## src/rtl/pipe_hazard_ctrl_pkg.sv

```systemverilog
// pipe_ctrl_pkg: shared types for the pipeline hazard controller.
//   mdu_state_e : MDU tracker FSM states (RUN, MDU_BUSY)
//   hazard_e    : hazard case selected each cycle, lowest to highest priority
//   REG_ZERO    : architectural $0, which never creates a load-use hazard
//   reg_match   : true when a used source field matches a destination
package pipe_ctrl_pkg;

  typedef enum logic {
    RUN      = 1'b0,
    MDU_BUSY = 1'b1
  } mdu_state_e;

  typedef enum logic [2:0] {
    NONE     = 3'd0,
    LOADUSE  = 3'd1,
    MDU      = 3'd2,
    REDIRECT = 3'd3,
    FREEZE   = 3'd4
  } hazard_e;

  localparam logic [4:0] REG_ZERO = 5'd0;

  function automatic logic reg_match(input logic use_f, input logic [4:0] src,
                                     input logic [4:0] dst);
    return use_f && (src == dst);
  endfunction

endpackage

```

## src/rtl/pipe_hazard_ctrl_if.sv

```systemverilog
// pipe_hazard_ctrl_if: hazard inputs from the pipeline and stall/bubble
// controls back to it.
//   slave  : the hazard controller (reads i_*, drives o_*)
//   master : the pipeline datapath (drives i_*, reads o_*)
interface pipe_hazard_ctrl_if;
  logic       i_mem_wait;
  logic       i_ex_redirect;
  logic       i_idex_memread;
  logic [4:0] i_idex_rt;
  logic [4:0] i_id_rs;
  logic [4:0] i_id_rt;
  logic       i_id_use_rs;
  logic       i_id_use_rt;
  logic       i_id_hilo_rd;
  logic       i_ex_mdu_start;
  logic       o_pc_we;
  logic       o_ifid_stall;
  logic       o_ifid_bubble;
  logic       o_idex_stall;
  logic       o_idex_bubble;
  logic       o_exmem_stall;
  logic       o_exmem_bubble;
  logic       o_memwb_stall;
  logic       o_memwb_bubble;
  logic       o_mdu_busy;

  modport slave (
    input  i_mem_wait, i_ex_redirect, i_idex_memread, i_idex_rt, i_id_rs,
           i_id_rt, i_id_use_rs, i_id_use_rt, i_id_hilo_rd, i_ex_mdu_start,
    output o_pc_we, o_ifid_stall, o_ifid_bubble, o_idex_stall, o_idex_bubble,
           o_exmem_stall, o_exmem_bubble, o_memwb_stall, o_memwb_bubble,
           o_mdu_busy
  );

  modport master (
    output i_mem_wait, i_ex_redirect, i_idex_memread, i_idex_rt, i_id_rs,
           i_id_rt, i_id_use_rs, i_id_use_rt, i_id_hilo_rd, i_ex_mdu_start,
    input  o_pc_we, o_ifid_stall, o_ifid_bubble, o_idex_stall, o_idex_bubble,
           o_exmem_stall, o_exmem_bubble, o_memwb_stall, o_memwb_bubble,
           o_mdu_busy
  );
endinterface

```

## src/rtl/pipe_hazard_ctrl_mdu_busy_tracker.sv

```systemverilog
// mdu_busy_tracker: follows the multi-cycle mult/div unit with a down-counter
// so ID can be interlocked until HI/LO is valid.
//   clk, rst  : clock, synchronous active-high reset
//   start_acc : mult/div accepted from EX this cycle
//   busy      : counter nonzero (HI/LO not yet valid)
//
// state    | meaning
// RUN      | counter == 0, HI/LO valid
// MDU_BUSY | counter > 0, counting down to HI/LO valid
module mdu_busy_tracker
  import pipe_ctrl_pkg::*;
#(
  parameter int unsigned MDU_LATENCY = 8
) (
  input  logic clk,
  input  logic rst,
  input  logic start_acc,
  output logic busy
);

  localparam logic [7:0] LAT = 8'(MDU_LATENCY);

  mdu_state_e state, state_nxt;
  logic [7:0] cnt, cnt_nxt;

  always_ff @(posedge clk) begin
    if (rst) begin
      state <= RUN;
      cnt   <= '0;
    end else begin
      state <= state_nxt;
      cnt   <= cnt_nxt;
    end
  end

  // A start while busy restarts the count; the ID interlock normally
  // prevents it, but restarting keeps the tracker conservative.
  always_comb begin
    state_nxt = state;
    cnt_nxt   = cnt;
    case (state)
      RUN: begin
        if (start_acc) begin
          state_nxt = MDU_BUSY;
          cnt_nxt   = LAT;
        end
      end
      MDU_BUSY: begin
        if (start_acc) begin
          cnt_nxt = LAT;
        end else begin
          cnt_nxt = cnt - 8'd1;
          if (cnt == 8'd1) state_nxt = RUN;
        end
      end
      default: begin
        state_nxt = RUN;
        cnt_nxt   = '0;
      end
    endcase
  end

  assign busy = (state == MDU_BUSY);

endmodule

```

## src/rtl/pipe_hazard_ctrl.sv

```systemverilog
// pipe_hazard_ctrl: hazard/sequencing controller for the 5-stage pipeline.
// Picks one hazard case per cycle (freeze > redirect > MDU > load-use > none)
// and maps it onto PC write enable and per-register stall/bubble pairs.
//   clk, rst : clock, synchronous active-high reset (flushes pipeline)
//   hz       : pipe_hazard_ctrl_if.slave, hazard inputs and control outputs
// Optional macro PIPE_HAZARD_PERF_EN adds CNT_W-wide counters
//   o_perf_stall_cnt, o_perf_flush_cnt, o_perf_freeze_cnt.
module pipe_hazard_ctrl
  import pipe_ctrl_pkg::*;
#(
  parameter int unsigned MDU_LATENCY = 8
`ifdef PIPE_HAZARD_PERF_EN
  , parameter int unsigned CNT_W = 32
`endif
) (
  input  logic                   clk,
  input  logic                   rst,
  pipe_hazard_ctrl_if.slave      hz
`ifdef PIPE_HAZARD_PERF_EN
  , output logic [CNT_W-1:0]     o_perf_stall_cnt
  , output logic [CNT_W-1:0]     o_perf_flush_cnt
  , output logic [CNT_W-1:0]     o_perf_freeze_cnt
`endif
);

  logic    start_acc;
  logic    mdu_busy;
  logic    load_use;
  hazard_e hcase;

  // A start is only real if EX advances this cycle and is not squashed.
  assign start_acc = hz.i_ex_mdu_start & ~hz.i_mem_wait & ~hz.i_ex_redirect;

  mdu_busy_tracker #(.MDU_LATENCY(MDU_LATENCY)) u_mdu (
    .clk       (clk),
    .rst       (rst),
    .start_acc (start_acc),
    .busy      (mdu_busy)
  );

  assign load_use = hz.i_idex_memread && (hz.i_idex_rt != REG_ZERO) &&
                    (reg_match(hz.i_id_use_rs, hz.i_id_rs, hz.i_idex_rt) ||
                     reg_match(hz.i_id_use_rt, hz.i_id_rt, hz.i_idex_rt));

  always_comb begin
    if (hz.i_mem_wait)                       hcase = FREEZE;
    else if (hz.i_ex_redirect)               hcase = REDIRECT;
    else if (hz.i_id_hilo_rd && mdu_busy)    hcase = MDU;
    else if (load_use)                       hcase = LOADUSE;
    else                                     hcase = NONE;
  end

  always_comb begin
    hz.o_pc_we        = 1'b1;
    hz.o_ifid_stall   = 1'b0;
    hz.o_ifid_bubble  = 1'b0;
    hz.o_idex_stall   = 1'b0;
    hz.o_idex_bubble  = 1'b0;
    hz.o_exmem_stall  = 1'b0;
    hz.o_exmem_bubble = 1'b0;
    hz.o_memwb_stall  = 1'b0;
    hz.o_memwb_bubble = 1'b0;
    if (rst) begin
      hz.o_pc_we        = 1'b0;
      hz.o_ifid_bubble  = 1'b1;
      hz.o_idex_bubble  = 1'b1;
      hz.o_exmem_bubble = 1'b1;
      hz.o_memwb_bubble = 1'b1;
    end else begin
      case (hcase)
        FREEZE: begin
          hz.o_pc_we       = 1'b0;
          hz.o_ifid_stall  = 1'b1;
          hz.o_idex_stall  = 1'b1;
          hz.o_exmem_stall = 1'b1;
          hz.o_memwb_stall = 1'b1;
        end
        REDIRECT: begin
          hz.o_ifid_bubble = 1'b1;
          hz.o_idex_bubble = 1'b1;
        end
        MDU, LOADUSE: begin
          // Hold the ID instruction, send a bubble into EX.
          hz.o_pc_we       = 1'b0;
          hz.o_ifid_stall  = 1'b1;
          hz.o_idex_bubble = 1'b1;
        end
        default: ;
      endcase
    end
  end

  assign hz.o_mdu_busy = mdu_busy;

`ifdef PIPE_HAZARD_PERF_EN
  always_ff @(posedge clk) begin
    if (rst) begin
      o_perf_stall_cnt  <= '0;
      o_perf_flush_cnt  <= '0;
      o_perf_freeze_cnt <= '0;
    end else begin
      case (hcase)
        MDU, LOADUSE: o_perf_stall_cnt  <= o_perf_stall_cnt + 1'b1;
        REDIRECT:     o_perf_flush_cnt  <= o_perf_flush_cnt + 1'b1;
        FREEZE:       o_perf_freeze_cnt <= o_perf_freeze_cnt + 1'b1;
        default: ;
      endcase
    end
  end
`endif

endmodule
```

## src/flat_wrapper.sv

```systemverilog
// flat-port wrapper written by rule: the top's interface ports become plain ports
module pipe_hazard_ctrl_flat import pipe_ctrl_pkg::*;
#(
  parameter int unsigned MDU_LATENCY = 8

)
  (clk, rst, hz_i_mem_wait, hz_i_ex_redirect, hz_i_idex_memread, hz_i_idex_rt, hz_i_id_rs, hz_i_id_rt, hz_i_id_use_rs, hz_i_id_use_rt, hz_i_id_hilo_rd, hz_i_ex_mdu_start, hz_o_pc_we, hz_o_ifid_stall, hz_o_ifid_bubble, hz_o_idex_stall, hz_o_idex_bubble, hz_o_exmem_stall, hz_o_exmem_bubble, hz_o_memwb_stall, hz_o_memwb_bubble, hz_o_mdu_busy);
  pipe_hazard_ctrl_if hz_i ();
  input  logic clk;
  input  logic rst;
  input wire logic [$bits(hz_i.i_mem_wait)-1:0] hz_i_mem_wait;
  input wire logic [$bits(hz_i.i_ex_redirect)-1:0] hz_i_ex_redirect;
  input wire logic [$bits(hz_i.i_idex_memread)-1:0] hz_i_idex_memread;
  input wire logic [$bits(hz_i.i_idex_rt)-1:0] hz_i_idex_rt;
  input wire logic [$bits(hz_i.i_id_rs)-1:0] hz_i_id_rs;
  input wire logic [$bits(hz_i.i_id_rt)-1:0] hz_i_id_rt;
  input wire logic [$bits(hz_i.i_id_use_rs)-1:0] hz_i_id_use_rs;
  input wire logic [$bits(hz_i.i_id_use_rt)-1:0] hz_i_id_use_rt;
  input wire logic [$bits(hz_i.i_id_hilo_rd)-1:0] hz_i_id_hilo_rd;
  input wire logic [$bits(hz_i.i_ex_mdu_start)-1:0] hz_i_ex_mdu_start;
  output wire logic [$bits(hz_i.o_pc_we)-1:0] hz_o_pc_we;
  output wire logic [$bits(hz_i.o_ifid_stall)-1:0] hz_o_ifid_stall;
  output wire logic [$bits(hz_i.o_ifid_bubble)-1:0] hz_o_ifid_bubble;
  output wire logic [$bits(hz_i.o_idex_stall)-1:0] hz_o_idex_stall;
  output wire logic [$bits(hz_i.o_idex_bubble)-1:0] hz_o_idex_bubble;
  output wire logic [$bits(hz_i.o_exmem_stall)-1:0] hz_o_exmem_stall;
  output wire logic [$bits(hz_i.o_exmem_bubble)-1:0] hz_o_exmem_bubble;
  output wire logic [$bits(hz_i.o_memwb_stall)-1:0] hz_o_memwb_stall;
  output wire logic [$bits(hz_i.o_memwb_bubble)-1:0] hz_o_memwb_bubble;
  output wire logic [$bits(hz_i.o_mdu_busy)-1:0] hz_o_mdu_busy;
  assign hz_i.i_mem_wait = hz_i_mem_wait;
  assign hz_i.i_ex_redirect = hz_i_ex_redirect;
  assign hz_i.i_idex_memread = hz_i_idex_memread;
  assign hz_i.i_idex_rt = hz_i_idex_rt;
  assign hz_i.i_id_rs = hz_i_id_rs;
  assign hz_i.i_id_rt = hz_i_id_rt;
  assign hz_i.i_id_use_rs = hz_i_id_use_rs;
  assign hz_i.i_id_use_rt = hz_i_id_use_rt;
  assign hz_i.i_id_hilo_rd = hz_i_id_hilo_rd;
  assign hz_i.i_ex_mdu_start = hz_i_ex_mdu_start;
  assign hz_o_pc_we = hz_i.o_pc_we;
  assign hz_o_ifid_stall = hz_i.o_ifid_stall;
  assign hz_o_ifid_bubble = hz_i.o_ifid_bubble;
  assign hz_o_idex_stall = hz_i.o_idex_stall;
  assign hz_o_idex_bubble = hz_i.o_idex_bubble;
  assign hz_o_exmem_stall = hz_i.o_exmem_stall;
  assign hz_o_exmem_bubble = hz_i.o_exmem_bubble;
  assign hz_o_memwb_stall = hz_i.o_memwb_stall;
  assign hz_o_memwb_bubble = hz_i.o_memwb_bubble;
  assign hz_o_mdu_busy = hz_i.o_mdu_busy;
  pipe_hazard_ctrl #(.MDU_LATENCY(MDU_LATENCY)) u_core (.clk(clk), .rst(rst), .hz(hz_i));
endmodule
```

## config.mk

```make
export PLATFORM = sky130hd
export DESIGN_NAME = pipe_hazard_ctrl_flat
export DESIGN_NICKNAME = d
export VERILOG_FILES = /design/src/rtl/pipe_hazard_ctrl_pkg.sv /design/src/rtl/pipe_hazard_ctrl_if.sv /design/src/rtl/pipe_hazard_ctrl_mdu_busy_tracker.sv /design/src/rtl/pipe_hazard_ctrl.sv /design/src/flat_wrapper.sv
export SDC_FILE = /design/constraint.sdc
export NUM_CORES = 1
export LEC_CHECK = 0
export ABC_CLOCK_PERIOD_IN_PS = 2700
export CAP_MARGIN = 20
export CORE_MARGIN = 2
export CORE_UTILIZATION = 30
export CTS_BUF_LIST = sky130_fd_sc_hd__clkbuf_8
export CTS_CLUSTER_DIAMETER = 80
export CTS_CLUSTER_SIZE = 25
export DETAILED_ROUTE_END_ITERATION = 10
export GPL_ROUTABILITY_DRIVEN = 0
export PLACE_DENSITY = 0.71
export SLEW_MARGIN = 20
export SYNTH_ARGS = -nofsm -noshare
export SYNTH_HDL_FRONTEND = slang
export SYNTH_HIERARCHICAL = 1
export SYNTH_SLANG_ARGS = --single-unit
```

## constraint.sdc

```tcl
create_clock -name clk -period 2.7 [get_ports clk]
set_input_delay 0.27 -clock clk [delete_from_list [all_inputs] [get_ports clk]]
set_output_delay 0.27 -clock clk [all_outputs]
set_load 0.03 [all_outputs]
```

## Yosys cells after proc, flatten, opt, wreduce, memory -nomap -nowiden

Index checks and enable logic that the tools add are counted.

| word-level totals | value |
|---|---|
| output and inout port bits | 10 |
| input bits | 24 |
| register bits after elaboration | 9 |

| cells by class | value |
|---|---|
| bitwise operators | 5 |
| add/sub/neg operators | 1 |
| multiplexer cells | 22 |
| eq/ne operators | 8 |
| reductions and logical operators | 9 |

Operators by type and width:

| operator | number |
|---|---|
| $mux 8 | 2 |
| $pmux 8 s2 | 1 |
| $mux 1 | 15 |
| $eq 5x5->1 | 2 |
| $mux 3 | 3 |
| $eq 8x1->1 const B | 1 |
| $sub 8x1->8 const B | 1 |
| $eq 3x2->1 const B | 2 |
| $reduce_or 3->1 | 2 |
| $logic_and 1x1->1 | 5 |
| $reduce_bool 5->1 | 1 |
| $eq 3x1->1 const B | 1 |
| $eq 3x3->1 const B | 1 |
| $not 1->1 | 3 |
| $and 1x1->1 | 2 |
| $ne 2x1->1 const B | 1 |
| $pmux 1 s2 | 1 |
| $logic_or 1x1->1 | 1 |

## Depth between registers and ports, before layout

| depth | value |
|---|---|
| word-level depth | 12 |
| depth in mapped cells | 5 |

## Cells and area by module

The synthesis kept the hierarchy.

By module, submodules not included:

| module | cells an instance | area each (um^2) | seq. area each (um^2) | times used |
|---|---|---|---|---|
| mdu_busy_tracker | 46 | 415.4 | 180.2 | 1 |
| pipe_hazard_ctrl | 34 | 246.5 | 0.0 | 1 |

## Worst setup path before layout

No wires, ideal clock.

| timing | value |
|---|---|
| kind | in2out |
| start | input port hz_i_mem_wait |
| end | output port hz_o_idex_bubble |
| stages on the path | 4 |
| arrival | 1.659 ns |
| required time | 2.430 ns |
| path slack | 0.771 ns |
| cells stage by stage | nor2b_1 > nor2_1 > nor2_1 > o31ai_1 |

| on the way | value |
|---|---|
| cells in the longest elaborated chain, start to end | 5 |
| elaborated cells on any way between the ends | 7 |
| classes of those cells | 3 x eq/ne; 3 x mux; 1 x reduce/logical |

RTL lines:

| element | line | source |
|---|---|---|
| from (decl) | flat_wrapper.sv:11 | `input wire logic [$bits(hz_i.i_mem_wait)-1:0] hz_i_mem_wait;` |
| $mux 3 * | pipe_hazard_ctrl.sv:46 | `if (hz.i_mem_wait) hcase = FREEZE;` |
| $eq 3x2->1 or $eq 3x1->1 (tied branches) | pipe_hazard_ctrl.sv:70 | `case (hcase)` |
| $reduce_or 3->1 (no line) * | -- |  |
| $mux 1 * | pipe_hazard_ctrl.sv:70 |  |
| $mux 1 * | pipe_hazard_ctrl.sv:63 | `if (rst) begin` |
| to (decl) | flat_wrapper.sv:25 | `output wire logic [$bits(hz_i.o_idex_bubble)-1:0] hz_o_idex_bubble;` |

Every way passes the cells marked *; elsewhere a longest branch is shown, timed or not.

## Worst setup path after layout

| timing | value |
|---|---|
| start | input port hz_i_idex_rt[1] |
| end | output port hz_o_pc_we |

| on the way | value |
|---|---|
| cells in the longest elaborated chain, start to end | 12 |
| elaborated cells on any way between the ends | 18 |
| classes of those cells | 5 x eq/ne; 6 x mux; 7 x reduce/logical |

RTL lines:

| element | line | source |
|---|---|---|
| from (decl) | flat_wrapper.sv:14 | `input wire logic [$bits(hz_i.i_idex_rt)-1:0] hz_i_idex_rt;` |
| $eq 5x5->1 | pipe_hazard_ctrl_pkg.sv:25 | `return use_f && (src == dst);` |
| $logic_and 1x1->1 | pipe_hazard_ctrl_pkg.sv:25 |  |
| $logic_or 1x1->1 | pipe_hazard_ctrl.sv:42 | `(reg_match(hz.i_id_use_rs, hz.i_id_rs, hz.i_idex_rt) \|\|` |
| $logic_and 1x1->1 * | pipe_hazard_ctrl.sv:41 | `assign load_use = hz.i_idex_memread && (hz.i_idex_rt != REG_ZERO) &&` |
| $mux 1 * | pipe_hazard_ctrl.sv:49 | `else if (load_use) hcase = LOADUSE;` |
| $mux 3 * | pipe_hazard_ctrl.sv:48 | `else if (hz.i_id_hilo_rd && mdu_busy) hcase = MDU;` |
| $mux 3 * | pipe_hazard_ctrl.sv:47 | `else if (hz.i_ex_redirect) hcase = REDIRECT;` |
| $mux 3 * | pipe_hazard_ctrl.sv:46 |  |
| $eq 3x2->1 (tied with other cells) | pipe_hazard_ctrl.sv:70 |  |
| $reduce_or 3->1 (no line) * | -- |  |
| $mux 1 * | pipe_hazard_ctrl.sv:70 |  |
| $mux 1 * | pipe_hazard_ctrl.sv:63 |  |
| to (decl) | flat_wrapper.sv:21 | `output wire logic [$bits(hz_i.o_pc_we)-1:0] hz_o_pc_we;` |

Marked as above.

==> flow_summary.json <==
{
  "r2r_start": "u_core/u_mdu/busy",
  "report.final.hold_viol_count": 0,
  "ratio_of_cells_with_drive_above_1_in_the_final_layout": 0.106,
  "critPathMaxFanout": 3,
  "min_period_over_period": 0.959,
  "logic_pwr_share": 0.311,
  "grt_pass1_vias": 623,
  "clock_path_buffers": 2,
  "floorplan.die_area_um2": 2600,
  "crit_path_launch": "hz_i_idex_rt[1]",
  "mostFrequentLayoutCells": "clkdlybuf4s50_1 (32), xor2_1 (9), nor2_1 (9), dfxtp_1 (9), inv_1 (5)",
  "io_pins": 34,
  "hold_path_startpoint": "u_core/u_mdu/cnt[4]",
  "switchingPower_uw": 126,
  "setup_clock_skew_after_layout_ps": 0.357,
  "routed_wire_length_per_instance_um": 11.7,
  "drv.max_cap_violation_count": 0,
  "slew_headroom": 0.693,
  "syn-instance-count": 80,
  "count_of_nets_after_finishing": 140,
  "finalWirelength_um": 1650,
  "synth_edf_count": 0,
  "numCtsBuffers": 3,
  "setup_viol": 0,
  "power_leakage_uw": 0.000381,
  "rows": 17,
  "placeableCoreArea_um2": 2150,
  "switching_share": 0.287,
  "multi_input_area_um2": 428,
  "cts.clk_slew.worst_paths_ps": 40,
  "cts_resized": 0,
  "ctsRootBufferMaster": "clkbuf_8",
  "cts_hold_repair.buffers": 0,
  "die_width_um": 51.0,
  "worstMarginPinSlew_ps": 460,
  "clock_power_share": 0.343,
  "worstSkewPairLatency_ps": 230,
  "vdd_ir_drop_max_mv": 0.227,
  "relative_area_change_from_synthesis_to_final_layout_pct": 58.8,
  "synthesis.area_per_instance_um2": 8.27,
  "grt_first_pass_wirelength_um": 2520,
  "highest_clock_rate_mhz": 386,
  "timing.hold.worst.class": "flip-flop to flip-flop",
  "synth-seq-area-share": 0.272,
  "mostFrequentLayoutCell": "clkdlybuf4s50_1",
  "syn_nets": 106,
  "initial_core_util": 0.308,
  "syn_area_um2": 662,
  "rr_endpoint": "u_core/u_mdu/cnt[7]",
  "detail_route.iter0.violations": 4,
  "post-cts-setup-buffer-count": 0,
  "synthDistinctLibCells": 35,
  "rr_worst_depth": 3,
  "worstSetupEndpointType": "output port",
  "intPower_uw": 313,
  "synth-seq-cells": 9,
  "setup.worst_path.end": "hz_o_pc_we",
  "place_hpwl_um": 1340,
  "total_congestion_overflow": 0,
  "drc": 0,
  "drv_slew": 0,
  "antenna_violating_nets_post_route": 0,
  "worst_slack_ps": 111,
  "vias_per_cell": 4.96,
  "start_kind": "input pin",
  "drt_first_pass_iters": 4,
  "antenna_found_initial": 0,
  "detailroute.via_count": 700,
  "finalCriticalPeriod_ps": 2590,
  "seqPwrFrac": 0.346,
  "h_tree_depth": 1,
  "grt_start_max_net_pins": 11,
  "critPathKind": "input pin to output port",
  "r2r_slack_ps": 1020,
  "grt_usage": 0.126,
  "outcome": "complete, no violations",
  "rsz0062_at_grt": "false",
  "worstPathRequired_ps": 2430,
  "seqCellArea_um2": 180,
  "setup_total_negative_slack_ps": 0,
  "fillers": 205,
  "synth.yosys.warnings": 6,
  "die_height_um": 51.0,
  "diodes": 0,
  "synth-main-ff-cell": "dfxtp_1",
  "cts_tree": "yes",
  "port_buffers": 33,
  "powerDensity_nw_per_um2": 418,
  "critical_path_arrival_ps": 2320,
  "pre_cts_slack_ps": 76.0,
  "synth_async_sr_flop_share": 0,
  "clock_sink_count": 9
}
-- worst max-delay path: stages --
cell	delay, ps
clkdlybuf4s50_1	460
or4_1	580
o21ai_2	190
o31a_1	140
clkdlybuf4s50_1	670
-- power by group through the flow --
stage,registers [uW],clock network [uW],logic (uW)
final,152,151,137
after floorplan,153,0,72.8
after CTS,152,154,138
after global routing,153,161,147
after global placement,153,0,134
after detailed placement,154,0,137
-- synthesized netlist by cell type, drive strengths merged (2+ instances only) --
library cell  n  area share
o31ai         3       0.034
inv           4       0.023
ha            2       0.038
dfxtp         9        0.27
or3           4       0.042
nor3          2       0.015
xnor2         3       0.040
xor2          9        0.12
buf           5       0.053
nor4          2       0.028
o21ai         4       0.036
nor2          9       0.051
nand2         2       0.011
or4           3       0.036
a21oi         4       0.030
or4b          2       0.030
a31oi         2       0.019
-- registers in the layout (all words and copies together), names as in the netlist --
name / count
u_core/u_mdu/busy: 1
u_core/u_mdu/cnt: 8
-- how the worst min path moves through the flow --
stage	end	slack, ps	depth (start not counted)
final	u_core/u_mdu/cnt[4]	480	2
after global routing	u_core/u_mdu/cnt[4]	510	2
after CTS	u_core/u_mdu/cnt[7]	480	2
after detailed placement	u_core/u_mdu/cnt[4]	470	2
after global placement	u_core/u_mdu/cnt[4]	460	2
after floorplan	u_core/u_mdu/cnt[3]	340	1
-- area by class of cell --
cell class	count	share of cell area
clock buffers	3	0.0393
clock inverters	1	0.00357
inverters	4	0.0143
multi-input cells	61	0.407
flip-flops and latches	9	0.171
well taps	28	0.0333
repair buffers	35	0.331
-- cell families (layout without fill, tap and decap cells) --
kind of cell               count (synthesis)  in the layout  synth area share
buffers and inverters                     10             43            0.0813
DFF                                        9              9             0.272
xor gates and xnor gates                  12             12             0.159
and+or+nand+nor                           29             29             0.267
AOI/OAI and AO/OA                         18             18             0.183
adders and majority gates                  2              2            0.0378
-- layer usage --
metal,track usage,vias up,routed length (um)
met3,0.0292,2,120
met5,0,-,0
met4,0.0541,0,14
met1,0.130,322,636
met2,0.238,24,877
li1,-,352,-
-- per-stage QoR --
step | util | total power (uW) | cell area (um^2) | hold WS (ps) | std cells
global route | 0.489 | 461 | 1050 | 506 | 141
CTS | 0.488 | 443 | 1050 | 482 | 141
floorplan | - | 226 | 662 | 339 | 80
detailed placement | 0.467 | 291 | 1000 | 469 | 137
global placement | 0.467 | 287 | 1000 | 458 | 137
finish | 0.489 | 439 | 1050 | 482 | 141
Power figures use the tool's default switching activity.
